--- src/rtl/shift_reg_seq_if.sv ---
// Handshake/data bundle for shift_reg_seq.
// Carries parity only when SHIFT_REG_SEQ_PARITY_EN is defined.
interface shift_reg_seq_if #(
  parameter int WIDTH = 7,
  parameter int AMT_W = 3
);
  logic             load;
  logic [WIDTH-1:0] d;
  logic             start;
  logic [1:0]       mode;
  logic [AMT_W-1:0] amount;
  logic             sin;
  logic [WIDTH-1:0] q;
  logic             sout;
  logic             busy;
  logic             done;
`ifdef SHIFT_REG_SEQ_PARITY_EN
  logic             parity;
`endif

  modport master (
    output load, d, start, mode, amount, sin,
`ifdef SHIFT_REG_SEQ_PARITY_EN
    input  parity,
`endif
    input  q, sout, busy, done
  );

  modport slave (
    input  load, d, start, mode, amount, sin,
`ifdef SHIFT_REG_SEQ_PARITY_EN
    output parity,
`endif
    output q, sout, busy, done
  );
endinterface

--- src/rtl/shift_reg_seq.sv ---
// Sequenced shift/rotate register, one bit position per clock.
// Optional parity output: define SHIFT_REG_SEQ_PARITY_EN.
module shift_reg_seq #(
  parameter int WIDTH = 7,
  parameter int AMT_W = 3
) (
  input logic         clk,
  input logic         reset,
  shift_reg_seq_if.slave bus
);
  typedef enum logic [1:0] {
    IDLE  = 2'd0,
    SHIFT = 2'd1,
    DONE  = 2'd2
  } state_t;

  state_t           state;
  state_t           nxt;
  logic [WIDTH-1:0] q_r;
  logic             sout_r;
  logic [AMT_W-1:0] cnt;
  logic [1:0]       mode_r;
  logic [WIDTH-1:0] q_step;
  logic             sout_step;
  logic             accept;
  logic             last;

  assign accept = (state == IDLE)
                & ~bus.load & bus.start;
  // a zero count still spends one busy cycle
  assign last = (cnt <= AMT_W'(1));

  always_ff @(posedge clk) begin
    if (!reset) state <= IDLE;
    else        state <= nxt;
  end

  always_comb begin
    nxt = state;
    unique case (1'b1)
      (state == IDLE):  if (accept) nxt = SHIFT;
      (state == SHIFT): if (last) nxt = DONE;
      default:          nxt = IDLE;
    endcase
  end

  always_comb begin
    q_step    = q_r;
    sout_step = sout_r;
    unique case (mode_r)
      2'b00: begin
        q_step    = {q_r[WIDTH-2:0], bus.sin};
        sout_step = q_r[WIDTH-1];
      end
      2'b01: begin
        q_step    = {bus.sin, q_r[WIDTH-1:1]};
        sout_step = q_r[0];
      end
      2'b10: begin
        q_step    = {q_r[WIDTH-2:0], q_r[WIDTH-1]};
        sout_step = q_r[WIDTH-1];
      end
      default: begin
        q_step    = {q_r[0], q_r[WIDTH-1:1]};
        sout_step = q_r[0];
      end
    endcase
  end

  always_ff @(posedge clk) begin
    if (!reset) begin
      q_r    <= '0;
      sout_r <= 1'b0;
      cnt    <= '0;
      mode_r <= 2'b00;
    end else begin
      case (state)
        IDLE: begin
          if (bus.load) begin
            q_r <= bus.d;
          end else if (bus.start) begin
            mode_r <= bus.mode;
            cnt    <= bus.amount;
          end
        end
        SHIFT: begin
          if (cnt != '0) begin
            q_r    <= q_step;
            sout_r <= sout_step;
            cnt    <= cnt - AMT_W'(1);
          end
        end
        default: ;
      endcase
    end
  end

  always_comb begin
    bus.busy = (state == SHIFT);
    bus.done = (state == DONE);
  end

  assign bus.q    = q_r;
  assign bus.sout = sout_r;

`ifdef SHIFT_REG_SEQ_PARITY_EN
  assign bus.parity = ^q_r;
`endif
endmodule

--- src/flat_wrapper.sv ---
// flat-port wrapper written by rule: the top's interface ports become plain ports
module shift_reg_seq_flat 
#(
  parameter int WIDTH = 7,
  parameter int AMT_W = 3
)
  (clk, reset, bus_load, bus_d, bus_start, bus_mode, bus_amount, bus_sin, bus_q, bus_sout, bus_busy, bus_done);
  shift_reg_seq_if #(.WIDTH(WIDTH), .AMT_W(AMT_W)) bus_i ();
  input logic clk;
  input logic reset;
  input wire logic [$bits(bus_i.load)-1:0] bus_load;
  input wire logic [$bits(bus_i.d)-1:0] bus_d;
  input wire logic [$bits(bus_i.start)-1:0] bus_start;
  input wire logic [$bits(bus_i.mode)-1:0] bus_mode;
  input wire logic [$bits(bus_i.amount)-1:0] bus_amount;
  input wire logic [$bits(bus_i.sin)-1:0] bus_sin;
  output wire logic [$bits(bus_i.q)-1:0] bus_q;
  output wire logic [$bits(bus_i.sout)-1:0] bus_sout;
  output wire logic [$bits(bus_i.busy)-1:0] bus_busy;
  output wire logic [$bits(bus_i.done)-1:0] bus_done;
  assign bus_i.load = bus_load;
  assign bus_i.d = bus_d;
  assign bus_i.start = bus_start;
  assign bus_i.mode = bus_mode;
  assign bus_i.amount = bus_amount;
  assign bus_i.sin = bus_sin;
  assign bus_q = bus_i.q;
  assign bus_sout = bus_i.sout;
  assign bus_busy = bus_i.busy;
  assign bus_done = bus_i.done;
  shift_reg_seq #(.WIDTH(WIDTH), .AMT_W(AMT_W)) u_core (.clk(clk), .reset(reset), .bus(bus_i));
endmodule
--- config.mk ---
export PLATFORM = sky130hd
export DESIGN_NAME = shift_reg_seq_flat
export DESIGN_NICKNAME = d
export VERILOG_FILES = /design/src/rtl/shift_reg_seq_if.sv /design/src/rtl/shift_reg_seq.sv /design/src/flat_wrapper.sv
export SDC_FILE = /design/constraint.sdc
export NUM_CORES = 1
export LEC_CHECK = 0
export ABC_AREA = 0
export BUFFER_PORTS_ARGS = -buffer_cell sky130_fd_sc_hd__buf_2
export CAP_MARGIN = 40
export CORE_MARGIN = 5
export CORE_UTILIZATION = 35
export DETAILED_ROUTE_END_ITERATION = 12
export PLACE_DENSITY = 0.65
export SLEW_MARGIN = 20
export SYNTH_ARGS = -nofsm -noshare
export SYNTH_HDL_FRONTEND = slang
export SYNTH_SLANG_ARGS = --single-unit
--- constraint.sdc ---
create_clock -name clk -period 2.98 [get_ports clk]
set_input_delay 0.298 -clock clk [delete_from_list [all_inputs] [get_ports clk]]
set_output_delay 0.298 -clock clk [all_outputs]
set_load 0.03 [all_outputs]
### After elaboration in Yosys (flattened, before gate mapping)

Cells that the tools add are included.

* add/subtract/negate cells: 1
* magnitude comparators: 1
* eq/ne operators: 10
* mux-type cells: 12
* bitwise gates (word level): 3
* reduce and logical (&&, ||, !) cells: 10

Operators with widths (number)
* $pmux 7 s3: 1
* $mux 7: 2
* $pmux 7 s2: 1
* $mux 3: 3
* $ne 2x1->1 const B: 3
* $ne 2x2->1 const B: 3
* $pmux 3 s2: 1
* $reduce_and 3->1: 2
* $eq 2x1->1 const B: 2
* $eq 2x2->1 const B: 2
* $logic_not 2->1: 2
* $mux 2: 2
* $pmux 2 s2: 1
* $reduce_and 2->1: 2
* $reduce_and 4->1: 1
* $le 3x1->1 const B: 1
* $reduce_bool 3->1: 1
* $sub 3x1->3 const B: 1
* $and 1x1->1: 2
* $reduce_bool 2->1: 1
* $reduce_or 2->1: 1
* $mux 1: 1
* $not 1->1: 1

* register bits after elaboration: 15
* input port bits: 17
* output and inout bits: 10
* logic and storage cells: 42

### Depth between registers and ports, before layout

* depth in word-level cells: 5
* depth in mapped cells: 6
* mapped depth without buffers: 6

### Least setup slack after synthesis

Ideal clock, no wire load.

* path type: register to register
* start: register u_core.state[0]
* end: register u_core.cnt[0]
* arrival time: 1.319 ns
* path slack: 1.545 ns
* stages on the path, launching flop included: 6
* clock period less this slack: 1.435 ns
* path through: dfxtp_1 -> buf_6 -> nor4b_4 -> a21oi_2 -> a211o_1 -> and3_1

* word-level cells in the longest chain between the ends: 3
* elaborated cells on any way between the ends: 8

Ends and longest elaborated chain
* start: declaration: line shift_reg_seq.sv:17 `state_t state;`
* start signal: assignment: line shift_reg_seq.sv:35 `else state <= nxt;`
* $eq 2x1->1 or $logic_not 2->1 (tied branches): line shift_reg_seq.sv:77 `case (state)`
* $ne 2x1->1 (no line) (tied with other cells)
* $reduce_and 4->1 (no line)
* end signal: assignment: line shift_reg_seq.sv:83 `cnt <= bus.amount;`
* end signal: assignment: line shift_reg_seq.sv:90 `cnt <= cnt - AMT_W'(1);`
* end: declaration: line shift_reg_seq.sv:21 `logic [AMT_W-1:0] cnt;`

Several ways; a longest one is shown, not always the timed one.
A chain may end at the register's enable or synchronous reset.

### Worst setup path after layout

* start: register u_core.state[0]
* end: output bus_busy

* word-level cells in the longest chain between the ends: 1

Ends and longest elaborated chain
* $eq 2x1->1: line shift_reg_seq.sv:99 `bus.busy = (state == SHIFT);`
* end: declaration: line flat_wrapper.sv:19 `output wire logic [$bits(bus_i.busy)-1:0] bus_busy;`

Every way passes these cells.

==> metrics.csv <==
stage,metric,value,unit
outcome,status,completed,
worst_hold_path,hold_start,bus_mode[0],
clock_network,cts_resized,0,
timing,timing.hold.ws,249,ps
drt,drtPass1Iterations,4,
worst_setup_path,r2r-end,u_core.cnt[0],
logic_synthesis,netlist-cell-type-count,27,
clock_network,htreeDepth,1,
logic_synthesis,syn_inst,100,
timing,fin_skew,2.34,ps
clock_network,hold_buffers,0,
worst_hold_path,min_path_cells,3,
die,die_area,3560,sq um
clock_network,clk_latency,280,ps
die,ios,27,
grt,grt_max_degree,16,
timing,tns,0,ps
worst_setup_path,cp-start-kind,register,
clock_network,clkTransAtPathRegs,90,ps
clock_network,cts_setup_buffers,0,
cells_and_area,drive_gt1_share,29.4,%
logic_synthesis,syn_nets,120,
worst_setup_path,cp.arrival,1510,ps
clock_network,clockBufferDepth,2,
cells_and_area,mostFrequentLayoutCell,buf_2,
die,die-width,59.7,microns
logic_synthesis,avgSynthCellArea,8.63,sq um
timing,fin_crit_sh,60.7,%
drt,drc,0,
cells_and_area,antenna_cells,0,
placement,gp_congestion,0.793,
pwr,total_leakage_power,0.424,nW
timing,rsz0062_at_grt,false,
flow_run,cap_violations,0,
grt,grt_pass1_wl,3670,microns
worst_setup_path,crit_fanout,15,
pwr,p_seq_share,49.7,%
worst_setup_path,crit_slowest_cell,dfxtp_1,
grt,grt_remaining_overflow,0,
worst_setup_path,worstPathCellList,nand2b_4 -> inv_2 -> buf_2,
worst_hold_path,holdPathEnd,u_core.mode_r[0],
placement,place_inst,152,
cells_and_area,layout.nets,147,
drt,avgViaCountPerCell,5.10,
worst_setup_path,cp_slowest_stage_delay,600,ps
die,core-area,2410,sq um
clock_network,clock_sinks,15,
drt,vias,796,
grt,grt_pass1_vias,804,
timing,fmax,552,MHz
logic_synthesis,synth_seq_cells,15,
placement,dpl_worst_slack,1330,ps
worst_setup_path,r2r_start,u_core.state[0],
clock_network,cts_buffers,3,
timing,slew_viol_final,0,
drt,postRouteAntennaNets,0,
timing,setup_slack,1170,ps
timing,tightest_slew,504,ps
die,fp-row-count,18,
clock_network,cts-root-buf,clkbuf_4,
pwr,peakVddDrop,385,uV
pwr,p_switching,0.000160,W
placement,numPortBuffers,26,
logic_synthesis,synth_seq_area_share,34.8,%
die,die_y,59.7,microns
pwr,p_clk_share,24.7,%
drt,initialDrtViolationCount,20,
worst_setup_path,crit_required,2680,ps
grt,antenna_found_initial,0,
logic_synthesis,syn_area,863,sq um
cells_and_area,syn2layout_area_growth,19.6,%
worst_setup_path,worstSetupEndpointType,output port,
worst_setup_path,rrSetupSlack,1320,ps
pwr,combPwrFrac,25.6,%
timing,slew_headroom,66.4,%
pwr,p_per_area,462,nW/um^2
placement,dp_hpwl,1550,microns
timing,setup-violations-final,0,
worst_setup_path,worstSetupPathType,register to output port,
cells_and_area,final_cell_mix,"26 x buf_2, 15 x dfxtp_1, 14 x nor2_1",
pwr,swShare,33.5,%
drt,drt_wl_total,2020,microns
logic_synthesis,yosys_warnings,0,
pwr,intPower,0.000317,W
drt,routedWlPerCell,13.0,microns
cells_and_area,fillers,248,
clock_network,cts_tree,yes,
die,start_util,35.8,%
cells_and_area,fin_cells,156,
worst_hold_path,hp-class,primary input to register,
grt,gr-usage-all-layers,13.4,%
worst_setup_path,reg2regPathDepth,5,
timing,min_period,1810,ps
timing,hold_viol,0,
## how the worst max path moves through the flow
stage,startpoint,to,depth (start not counted)
after floorplan,u_core.state[0],u_core.cnt[0],5
after global placement,u_core.state[0],u_core.cnt[0],5
after detailed placement,u_core.state[0],u_core.cnt[0],5
after CTS,u_core.state[0],bus_busy,3
after global routing,u_core.state[0],bus_busy,3
final,u_core.state[0],bus_busy,3
## power groups by stage
| stage | sequential (W) | combinational (W) | clock (W) |
|---|---|---|---|
| floorplan | 0.000251 | 0.0000758 | 0 |
| global placement | 0.000241 | 0.000122 | 0 |
| detailed placement | 0.000241 | 0.000123 | 0 |
| CTS | 0.000236 | 0.000123 | 0.000123 |
| global route | 0.000240 | 0.000138 | 0.000135 |
| finish | 0.000237 | 0.000122 | 0.000118 |
## cell type report
type / instances / area (sq um) / area share, %
clock buffers: 4 / 26.3 / 2.55
repair buffers: 26 / 130 / 12.6
multi-input cells: 76 / 519 / 50.3
well taps: 30 / 37.5 / 3.64
inverters: 5 / 18.8 / 1.82
flip-flops and latches: 15 / 300 / 29.1
## cells by family (layout without fill, tap and decap cells)
group / Yosys count / in the layout / synth area share (%)
AND/OR/NAND/NOR: 33 / 33 / 20.6
AO/OA/AOI/OAI: 30 / 30 / 23.6
flip-flops: 15 / 15 / 34.8
multiplexers: 10 / 10 / 11.6
buffers and inverters: 9 / 35 / 5.07
adder cells (fa/ha/maj): 3 / 3 / 4.35
## registers in the layout, indices dropped and copies added, names as in the netlist
name             cells
u_core.bus.q         7
u_core.cnt           3
u_core.mode_r        2
u_core.state         2
u_core.bus.sout      1
## critical path, delay by kind of cell (launching register included)
| family | cells | cell delay (ps) |
|---|---|---|
| buffers and inverters | 2 | 430 |
| DFF | 1 | 600 |
| and+or+nand+nor | 1 | 200 |
## synthesized netlist by cell type
cell type  instances  share of area, %
dfxtp_1           15                35
nor2_1            14               6.1
a21oi_1           11               6.4
mux2i_1           10                12
nand2_1           10               4.3
o21ai_0            5               2.9
o22ai_1            5               3.6
inv_1              4               1.7
ha_1               3               4.3
a211o_1            2               2.0
and3_1             2               1.4
buf_2              2               1.2
o211ai_1           2               1.7
or3b_2             2               2.0
a21oi_2            1               1.0
a221oi_1           1               1.0
a311oi_1           1               1.0
a311oi_4           1               3.0
and2b_2            1               1.0
buf_6              1               1.3
clkbuf_1           1              0.43
inv_2              1              0.43
nand2b_1           1              0.73
nand2b_4           1               1.6
nor3_1             1              0.58
nor4b_4            1               2.8
o31ai_1            1              0.87
## routing by layer
metal	up-vias	global-route usage [%]	wire, microns
met2	23	20.4	875
met5	-	0	0
met3	2	5.40	172
li1	410	-	-
met4	0	3.80	14
met1	361	17.4	960
## stage by stage
step                total power (W)  instance area (sq um)  utilization, %
floorplan                  0.000327                    863               -
global placement           0.000363                   1010            41.7
detailed placement         0.000364                   1010            41.7
CTS                        0.000482                   1030            42.8
global route               0.000513                   1030            42.8
finish                     0.000477                   1030            42.8
Power figures use the tool's default switching activity.
